<file path="config.mk">
export PLATFORM = sky130hd
export DESIGN_NAME = led_fade_pwm_device
export DESIGN_NICKNAME = d
export VERILOG_FILES = /design/src/rtl/led_fade_pwm_pkg.sv /design/src/rtl/pwm_fade_channel.sv /design/src/rtl/led_fade_pwm_device.sv
export SDC_FILE = /design/constraint.sdc
export NUM_CORES = 2
export LEC_CHECK = 0
export BUFFER_PORTS_ARGS = -buffer_cell sky130_fd_sc_hd__buf_4
export CAP_MARGIN = 15
export CELL_PAD_IN_SITES_DETAIL_PLACEMENT = 0
export CELL_PAD_IN_SITES_GLOBAL_PLACEMENT = 1
export CORE_MARGIN = 5
export CORE_UTILIZATION = 51
export CTS_CLUSTER_SIZE = 16
export DETAILED_ROUTE_END_ITERATION = 8
export PLACE_DENSITY_LB_ADDON = 0.12
export SYNTH_ARGS = -nofsm -noshare
export SYNTH_HDL_FRONTEND = slang
export SYNTH_HIERARCHICAL = 1
export SYNTH_SLANG_ARGS = --single-unit
</file>
<file path="constraint.sdc">
create_clock -name clk -period 12.6 [get_ports clk]
set_input_delay 0.63 -clock clk [delete_from_list [all_inputs] [get_ports clk]]
set_output_delay 0.63 -clock clk [all_outputs]
set_load 0.02 [all_outputs]
</file>
<file path="src/rtl/led_fade_pwm_pkg.sv">
// Shared register map, control bit positions and reset constants for the
// fading LED PWM device.
package led_fade_pwm_pkg;

    localparam logic [4:0] ADDR_TARGET_BASE = 5'h00;
    localparam logic [4:0] ADDR_CTRL        = 5'h10;
    localparam logic [4:0] ADDR_STEP        = 5'h11;
    localparam logic [4:0] ADDR_PRESCALE    = 5'h12;
    localparam logic [4:0] ADDR_CUR_SEL     = 5'h13;
    localparam logic [4:0] ADDR_CUR_VAL     = 5'h14;
    localparam logic [4:0] ADDR_STATUS      = 5'h15;

    localparam int CTRL_EN    = 0;
    localparam int CTRL_GAMMA = 1;

    localparam logic [7:0] STEP_RST = 8'h01;

    // Square-law perceptual correction: (lvl*lvl)/255, truncated; 255 maps to 255.
    function automatic logic [7:0] gamma_correct(input logic [7:0] lvl);
        logic [15:0] sq;
        sq = 16'(lvl) * 16'(lvl);
        return 8'(sq / 16'd255);
    endfunction

endpackage

</file>
<file path="src/rtl/pwm_fade_channel.sv">
// One LED channel: saturating fade toward a target, optional gamma correction
// and the registered compare against the shared PWM counter.
module pwm_fade_channel
    import led_fade_pwm_pkg::*;
(
    input  logic       clk,
    input  logic       reset,
    input  logic [7:0] target_i,
    input  logic [7:0] step_i,
    input  logic       tick_i,
    input  logic       gamma_i,
    input  logic       en_i,
    input  logic [7:0] counter_i,
    output logic [7:0] cur_o,
    output logic       led_o,
    output logic       busy_o
);

    logic [7:0] cur_q, cur_d;
    logic       led_q, led_d;
    logic [8:0] up_sum, dn_diff;
    logic [7:0] duty;

    // NOTE: every signal driven here gets a default before any branch, so no latch is inferred.
    always_comb begin
        up_sum  = {1'b0, cur_q} + {1'b0, step_i};
        dn_diff = {1'b0, cur_q} - {1'b0, step_i};
        cur_d   = cur_q;
        if (step_i == 8'd0) begin
            cur_d = target_i;
        end else if (tick_i) begin
            // Ninth bit catches overflow on the way up and borrow on the way down.
            if (cur_q < target_i) begin
                cur_d = (up_sum > {1'b0, target_i}) ? target_i : up_sum[7:0];
            end else if (cur_q > target_i) begin
                cur_d = (dn_diff[8] || (dn_diff[7:0] < target_i)) ? target_i : dn_diff[7:0];
            end
        end
    end

    always_comb begin
        duty  = gamma_i ? gamma_correct(cur_q) : cur_q;
        led_d = en_i & (counter_i < duty);
    end

    // NOTE: state registers take non-blocking '<=' so every flop samples pre-edge values.
    always_ff @(posedge clk) begin
        if (reset) begin
            cur_q <= 8'd0;
            led_q <= 1'b0;
        end else begin
            cur_q <= cur_d;
            led_q <= led_d;
        end
    end

    assign cur_o  = cur_q;
    assign led_o  = led_q;
    assign busy_o = (cur_q != target_i);

endmodule

</file>
<file path="src/rtl/led_fade_pwm_device.sv">
// Memory-mapped multi-channel LED PWM controller with hardware fading:
// bus decode, control registers, shared PWM counter and fade prescaler.
module led_fade_pwm_device
    import led_fade_pwm_pkg::*;
#(
    parameter int         NUM_CH   = 10,
    parameter int         PRESC_W  = 8,
    parameter logic [7:0] CTRL_RST = 8'h03
) (
    input  logic              clk,
    input  logic              reset,
    input  logic [4:0]        address,
    input  logic              enable,
    input  logic              mode,
    input  logic [7:0]        data_in,
    output logic [7:0]        data_out,
    output logic [NUM_CH-1:0] LED
);

    logic [7:0]         target_q [NUM_CH];
    logic [1:0]         ctrl_q;
    logic [7:0]         step_q;
    logic [PRESC_W-1:0] presc_q;
    logic [PRESC_W-1:0] presc_cnt_q, presc_cnt_d;
    logic [3:0]         cur_sel_q;
    logic [7:0]         pwm_cnt_q;
    logic [7:0]         data_out_q, data_out_d;

    logic [7:0]         cur [NUM_CH];
    logic [NUM_CH-1:0]  busy;
    logic [7:0]         cur_val;
    logic [7:0]         rd_data;
    logic               wr_en, rd_en, tick;

    assign wr_en = enable & mode;
    assign rd_en = enable & ~mode;
    assign tick  = (presc_cnt_q == presc_q);

    always_comb begin
        presc_cnt_d = presc_cnt_q + 1'b1;
        if (wr_en && (address == ADDR_PRESCALE)) begin
            presc_cnt_d = '0;
        end else if (tick) begin
            presc_cnt_d = '0;
        end
    end

    always_comb begin
        cur_val = 8'h00;
        for (int i = 0; i < NUM_CH; i++) begin
            if (cur_sel_q == 4'(i)) cur_val = cur[i];
        end
    end

    always_comb begin
        rd_data = 8'h00;
        for (int i = 0; i < NUM_CH; i++) begin
            if (address == ADDR_TARGET_BASE + 5'(i)) rd_data = target_q[i];
        end
        case (address)
            ADDR_CTRL:     rd_data = {6'b0, ctrl_q};
            ADDR_STEP:     rd_data = step_q;
            ADDR_PRESCALE: rd_data = 8'(presc_q);
            ADDR_CUR_SEL:  rd_data = {4'b0, cur_sel_q};
            ADDR_CUR_VAL:  rd_data = cur_val;
            ADDR_STATUS:   rd_data = {7'b0, |busy};
            default:       ;
        endcase
        data_out_d = rd_en ? rd_data : 8'h00;
    end

    always_ff @(posedge clk) begin
        if (reset) begin
            ctrl_q      <= CTRL_RST[1:0];
            step_q      <= STEP_RST;
            presc_q     <= '1;
            cur_sel_q   <= 4'd0;
            pwm_cnt_q   <= 8'd0;
            presc_cnt_q <= '0;
            data_out_q  <= 8'h00;
            // NOTE: the target array is a handful of flops, not a RAM, so it is cleared like any other register.
            for (int i = 0; i < NUM_CH; i++) target_q[i] <= 8'h00;
        end else begin
            pwm_cnt_q   <= pwm_cnt_q + 8'd1;
            presc_cnt_q <= presc_cnt_d;
            data_out_q  <= data_out_d;
            if (wr_en) begin
                for (int i = 0; i < NUM_CH; i++) begin
                    if (address == ADDR_TARGET_BASE + 5'(i)) target_q[i] <= data_in;
                end
                case (address)
                    ADDR_CTRL:     ctrl_q    <= data_in[1:0];
                    ADDR_STEP:     step_q    <= data_in;
                    ADDR_PRESCALE: presc_q   <= PRESC_W'(data_in);
                    ADDR_CUR_SEL:  cur_sel_q <= data_in[3:0];
                    default:       ;
                endcase
            end
        end
    end

    for (genvar g = 0; g < NUM_CH; g++) begin : g_ch
        pwm_fade_channel u_ch (
            .clk       (clk),
            .reset     (reset),
            .target_i  (target_q[g]),
            .step_i    (step_q),
            .tick_i    (tick),
            .gamma_i   (ctrl_q[CTRL_GAMMA]),
            .en_i      (ctrl_q[CTRL_EN]),
            .counter_i (pwm_cnt_q),
            .cur_o     (cur[g]),
            .led_o     (LED[g]),
            .busy_o    (busy[g])
        );
    end

    assign data_out = data_out_q;

endmodule

</file>
* Word-level counts from Yosys, hierarchy flattened
Memory sizes are Yosys's and may differ from the RTL's.
Cells that the tools add are included.
** Operators by class
- Shift-type cells :: 0
- $add $sub $neg :: 22
- Bitwise logic cells :: 24
- $mul :: 10
- Order comparisons :: 50
- Multiplexer cells :: 143
- Divide/modulo/power cells :: 10
- Equal/unequal tests :: 35
- Reductions and logical operators :: 42
** Operator list (count)
- 8-bit 2-to-1 mux :: 100
- 8-bit less-than comparator :: 30
- 16-bit by 8-bit divider with 16-bit output, second input constant :: 10
- 8-bit by 8-bit multiplier with 16-bit output :: 10
- 8-bit by 8-bit adder with 9-bit output :: 10
- 9-bit by 8-bit greater-than comparator with 1-bit output :: 10
- 8-bit by 8-bit subtractor with 9-bit output :: 10
- 8-bit greater-than comparator :: 10
- 8-bit inequality test :: 10
- 8-bit case mux with 6 select lines :: 1
- 1-bit 2-to-1 mux :: 42
- 5-bit equality test, second input constant :: 6
- 3-bit nonzero test :: 10
- 2-bit AND reduction :: 14
- 5-bit by 3-bit equality test with 1-bit output, second input constant :: 4
- 8-bit by 1-bit adder with 8-bit output, second input constant :: 2
- 4-bit by 3-bit equality test with 1-bit output, second input constant :: 4
- 1-bit bitwise AND :: 12
- 5-bit by 2-bit equality test with 1-bit output, second input constant :: 2
- 5-bit by 4-bit equality test with 1-bit output, second input constant :: 2
- 1-bit logical OR :: 10
- 1-bit bitwise OR :: 10
- 10-bit OR reduction :: 1
- 4-bit by 2-bit equality test with 1-bit output, second input constant :: 2
- 12 further kinds :: 14
** Word-level totals
- Input port bits :: 17
- Output and inout port bits :: 18
- Memory bits (writable) :: 80
- Bits in read-only memories :: 0
- Logic and storage cells :: 364
- Memories :: 1
- Latch bits :: 0
- Register bits :: 136
** Memory list
- target_q :: depth 10, bits a word 8, read ports 10, clocked after memory_dff 0, wr ports 10, line led_fade_pwm_device.sv:20 : logic [7:0] target_q [NUM_CH];

* Logic depth before layout (Yosys ltp)
- Depth in word-level cells :: 12
- Gate-level depth with buffers :: 49
- Depth with buffers taken out :: 44

* Modules after synthesis
The synthesis kept the hierarchy.
** Modules (own cells, without submodules)
- pwm_fade_channel (g_ch[6].u_ch ...) :: cells an instance 754, sequential area each 180.2 µm², instances 3, area each 5785.5 µm²
- pwm_fade_channel (g_ch[1].u_ch ...) :: cells an instance 717, sequential area each 180.2 µm², instances 2, area each 5353.9 µm²
- led_fade_pwm_device :: cells an instance 673, sequential area each 3323.2 µm², instances 1, area each 6911.6 µm²
- pwm_fade_channel (g_ch[0].u_ch) :: cells an instance 785, sequential area each 180.2 µm², instances 1, area each 5774.3 µm²
- pwm_fade_channel (g_ch[2].u_ch) :: cells an instance 762, sequential area each 180.2 µm², instances 1, area each 5646.7 µm²
- pwm_fade_channel (g_ch[3].u_ch) :: cells an instance 738, sequential area each 180.2 µm², instances 1, area each 5569.1 µm²
- pwm_fade_channel (g_ch[9].u_ch) :: cells an instance 748, sequential area each 180.2 µm², instances 1, area each 5496.5 µm²
- pwm_fade_channel (g_ch[5].u_ch) :: cells an instance 713, sequential area each 180.2 µm², instances 1, area each 5385.2 µm²

* Worst setup path before layout
OpenSTA, ideal clock, no wires.
- Kind :: reg-to-reg
- Start point :: register g_ch[3].u_ch.cur_q[1]
- End point :: register g_ch[3].u_ch.led_q
- Arrival :: 9.899 ns
- Path slack :: 2.632 ns
- Period minus slack after synthesis :: 9.968 ns
- Setup time :: 0.069 ns
- Cell stages (with the launch flop) :: 43
- Buffers on the path :: 3
- Data required time :: 12.531 ns
- Path through :: dfxtp_1 -> clkbuf_1 -> and2_1 -> ha_1 -> a31o_2 -> fa_1 -> inv_1 -> fa_1 -> fa_1 -> inv_1 -> ha_1 -> buf_4 -> o211a_1 -> a21boi_1 -> nor3_1 -> nor4_4 -> nand4_2 -> mux2i_1 -> (+7 left out) -> o311ai_1 -> or3_1 -> nand2b_1 -> inv_1 -> ha_1 -> nand2_1 -> o22ai_1 -> and3_1 -> o211a_1 -> xnor2_1 -> ha_1 -> nand3_1 -> o21ai_0 -> ha_1 -> o21a_1 -> o211ai_1 -> a21oi_1 -> o21ai_1
** Between the ends
- Longest elaborated chain between the ends :: 5
** RTL lines
- from (decl) :: line pwm_fade_channel.sv:19 : logic [7:0] cur_q, cur_d;
- from (signal assigned) :: line pwm_fade_channel.sv:52 : cur_q <= cur_d;
- 8-bit by 8-bit multiplier with 16-bit output :: line led_fade_pwm_pkg.sv:21 : sq = 16'(lvl) * 16'(lvl);
- 16-bit by 8-bit divider with 16-bit output :: line led_fade_pwm_pkg.sv:22 : return 8'(sq / 16'd255);
- 8-bit 2-to-1 mux (*) :: line pwm_fade_channel.sv:42 : duty = gamma_i ? gamma_correct(cur_q) : cur_q;
- 8-bit less-than comparator (*) :: line pwm_fade_channel.sv:43 : led_d = en_i & (counter_i < duty);
- 1-bit bitwise AND (*) :: line pwm_fade_channel.sv:43
- to (signal assigned) :: line pwm_fade_channel.sv:53 : led_q <= led_d;
- to (decl) :: line pwm_fade_channel.sv:20 : logic led_q, led_d;
Every way passes the cells marked *; elsewhere a longest branch is shown, timed or not.
A chain may end at the register's enable or synchronous reset.

* Worst setup path after layout
- Start point :: register g_ch[9].u_ch.cur_q[5]
- End point :: register g_ch[9].u_ch.led_q
** Between the ends
- Longest elaborated chain between the ends :: 5
** RTL lines (line)
- from (decl) :: pwm_fade_channel.sv:19
- from (signal assigned) :: pwm_fade_channel.sv:52
- 8-bit by 8-bit multiplier with 16-bit output :: led_fade_pwm_pkg.sv:21
- 16-bit by 8-bit divider with 16-bit output :: led_fade_pwm_pkg.sv:22
- 8-bit 2-to-1 mux (*) :: pwm_fade_channel.sv:42
- 8-bit less-than comparator (*) :: pwm_fade_channel.sv:43
- 1-bit bitwise AND (*) :: pwm_fade_channel.sv:43
- to (signal assigned) :: pwm_fade_channel.sv:53
- to (decl) :: pwm_fade_channel.sv:20
Marked as above.

==> results.yml <==
timing:
  setup_violations: 0
  fmax_mhz: 88.0
  grt_setup_unrepaired: "no"
  setup_ws_ps: 1240
  worst_pin_slew_ps: 1130
  min_period_ps: 11360
  skew_ps: 23.7
  fin_crit_sh_pct: 90.2
  slew_viol_final: 0
  setup_tns_ps: 0
  slew_headroom_pct: 24.2
  finalHoldViolations: 0
clock_network:
  post-cts-setup-buffer-count: 0
  cts_buffer_depth: 3
  cts.htree.levels: 1
  cts_buffers: 27
  cts_hold_buffers: 0
  clk_latency_ps: 590
  ctsResizeCount: 0
  root_buffer: "clkbuf_16"
  cts_tree: "yes"
  clk_pin_slew_ps: 60
  cts.sinks: 216
setup_path:
  start_kind: "flip-flop"
  reg2reg_from: "g_ch[9].u_ch/cur_o[5]$_SDFFE_PP0P_"
  rr_worst_depth: 42
  crit_path_max_incr_delay_ps: 700
  endpoint_kind: "flip-flop"
  critical_path_class: "flip-flop to flip-flop"
  worstPathRequired_ps: 13110
  arrival_ps: 11880
  cp-endpoint: "g_ch[9].u_ch/led_o$_SDFF_PP0_"
  ff2ff_setup_slack_ps: 1240
  reg2reg_to: "g_ch[9].u_ch/led_o$_SDFF_PP0_"
  crit_fanout: 15
  cpMaxStageDelayCell: "dfxtp_1"
  crit_start: "g_ch[9].u_ch/cur_o[5]$_SDFFE_PP0P_"
detailed_routing:
  wl_met3_um: 11600
  num_vias: 60200
  avgRoutedWirePerCell_um: 20.0
  route.met2.wl_um: 87200
  vias_per_cell: 6.27
  firstDrtPassIters: 6
  highest_layer: "met5"
  drt-initial-drc-count: 4773
  drt_wl_total_um: 192000
  wl_met1_um: 87600
  ant_nets: 0
  drc_errors: 0
hold_path:
  hp-class: "input port to flip-flop"
placed_design:
  gp_congestion: 0.958
  dp_worst_setup_slack_ps: 1330
  dp_hpwl_um: 151000
  port_buffers: 34
  place_area_um2: 64200
logic_synthesis:
  synth_seq_cells: 216
  yosys.area.top_type: "ha_1"
  synth_fp_nets: 9173
  yosys_most_used_dff: "dfxtp_1"
  synth_area_um2: 62800
  syn_inst: 8115
  async_flop_share_pct: 0
  synth_area_leaders: "ha_1 16%, fa_1 8.3%, inv_1 4.6%"
  synth_edf_count: 80
  synth.distinct_cells: 181
  synth.avg_cell_area_um2: 7.74
  ys_seq_area_share_pct: 8.15
  ys_warn_count: 6
  synth_top_area_share_pct: 15.5
final_layout:
  design_area_um2: 65100
  layout-drive-gt1-share_pct: 9.15
  seqCellArea_um2: 5150
  nets: 9006
  multi_input_area_um2: 53400
  layout_commonest_cell: "ha_1"
  final.fill_count: 11900
  area_growth_pct: 3.65
  post-route-util_pct: 53.3
  final_cell_mix: "781 x ha_1, 771 x inv_1, 746 x nor2_1"
status:
  status: "completed"
power:
  swShare_pct: 32.0
  internal_power_w: 0.00137
  p_seq_share_pct: 39.7
  p_comb_share_pct: 17.8
  p_leak_nw: 27.9
  p_switching_w: 0.000642
  power.share.clock_pct: 42.4
  p_per_area_nw_per_um2: 30.9
  peakVddDrop_mv: 0.107
  total_power_w: 0.00201
grt:
  grt_max_degree: 50
  grt_usage_pct: 28.0
  antenna_found_initial: 18
  grt_first_pass_wirelength_um: 308000
  first_global_vias: 57300
  grt_overflow: 0
floorplanning:
  dieArea_um2: 130000
  die_w_um: 361
  io_pins: 35
  die_y_um: 361
  rows: 128
  start_util_pct: 51.4
  core-area_um2: 122000
run:
  maxCapViolCount: 0
cell families (layout without fill, tap and decap cells):
group,after synthesis,after routing,share of synthesized area (%)
simple gates,2965,2965,25.6
fa+ha+maj,1052,1052,24.0
xor+xnor,360,360,5.26
other cells,2,7,0.0119
mux,149,149,2.66
flops,216,216,8.15
compound gates,2303,2303,27.4
buf+inv,1068,922,6.95
power groups by stage:
stage / clock network, W / logic (W) / registers, W
floorplan: 0 / 0.000256 / 0.000785
global placement: 0 / 0.000344 / 0.000812
detailed placement: 0 / 0.000350 / 0.000812
CTS: 0.000865 / 0.000353 / 0.000797
global route: 0.000892 / 0.000400 / 0.000799
finish: 0.000853 / 0.000358 / 0.000799
state kept, by name, summed over array words and instances (netlist names), 4 cells and up:
name	cells
target_q	80
cur_sel_q	4
g_ch.u_ch/led_o	10
data_out	8
step_q	8
presc_cnt_q	8
g_ch.u_ch/cur_o	80
pwm_cnt_q	8
presc_q	8
worst max-delay path, delay by kind of cell (launching register included):
family | cells | cell delay [ps]
XOR/XNOR | 1 | 180
AO/OA/AOI/OAI | 11 | 2800
adder cells (fa/ha/maj) | 8 | 3240
multiplexers | 1 | 470
AND/OR/NAND/NOR | 16 | 3470
flip-flops | 1 | 700
buffers and inverters | 5 | 450
cells in the mapped netlist, types with 97 or more instances:
| master | count |
|---|---|
| nand3_1 | 232 |
| a211oi_1 | 136 |
| o21ai_0 | 305 |
| nand4_1 | 143 |
| fa_1 | 260 |
| and3_1 | 97 |
| nor2b_1 | 139 |
| nand2b_1 | 129 |
| a21o_1 | 133 |
| nor3_1 | 153 |
| inv_1 | 771 |
| a21oi_1 | 467 |
| nand2_1 | 510 |
| clkbuf_1 | 179 |
| and2_1 | 317 |
| xor2_1 | 118 |
| o22ai_1 | 99 |
| o211ai_1 | 102 |
| nor2_1 | 746 |
| xnor2_1 | 227 |
| dfxtp_1 | 136 |
| ha_1 | 781 |
through the flow:
stage               instances  hold WS [ps]
finish                   9599           436
floorplan                8115           460
global placement         9543           495
global route             9594           413
detailed placement       9543           500
CTS                      9593           406
worst min path at each step:
stage	from	endpoint	cells after the start
6_report	data_in[3]	step_q[3]$_SDFFE_PP0P_	3
5_1_grt	data_in[2]	step_q[2]$_SDFFE_PP0P_	3
4_1_cts	data_in[7]	step_q[7]$_SDFFE_PP0P_	3
3_5_place_dp	presc_cnt_q[0]$_SDFF_PP0_	presc_cnt_q[0]$_SDFF_PP0_	1
3_3_place_gp	presc_cnt_q[0]$_SDFF_PP0_	presc_cnt_q[0]$_SDFF_PP0_	1
2_1_floorplan	presc_cnt_q[0]$_SDFF_PP0_	presc_cnt_q[0]$_SDFF_PP0_	1
metal layers:
metal	up-vias	global-route usage [%]
met3	307	3.13
li1	29300	-
met2	1701	46.8
met5	-	0
met1	28900	38.8
met4	8	6.88
area by class of cell:
type,instances,share of cell area [%]
multi-input combinational,6831,81.9
sequential,216,7.90
clock inverter,18,0.317
antenna,5,0.0192
timing repair buffer,100,1.16
tap,1625,3.12
inverter,772,4.45
clock buffer,32,1.11
(Power assumes the default switching activity.)
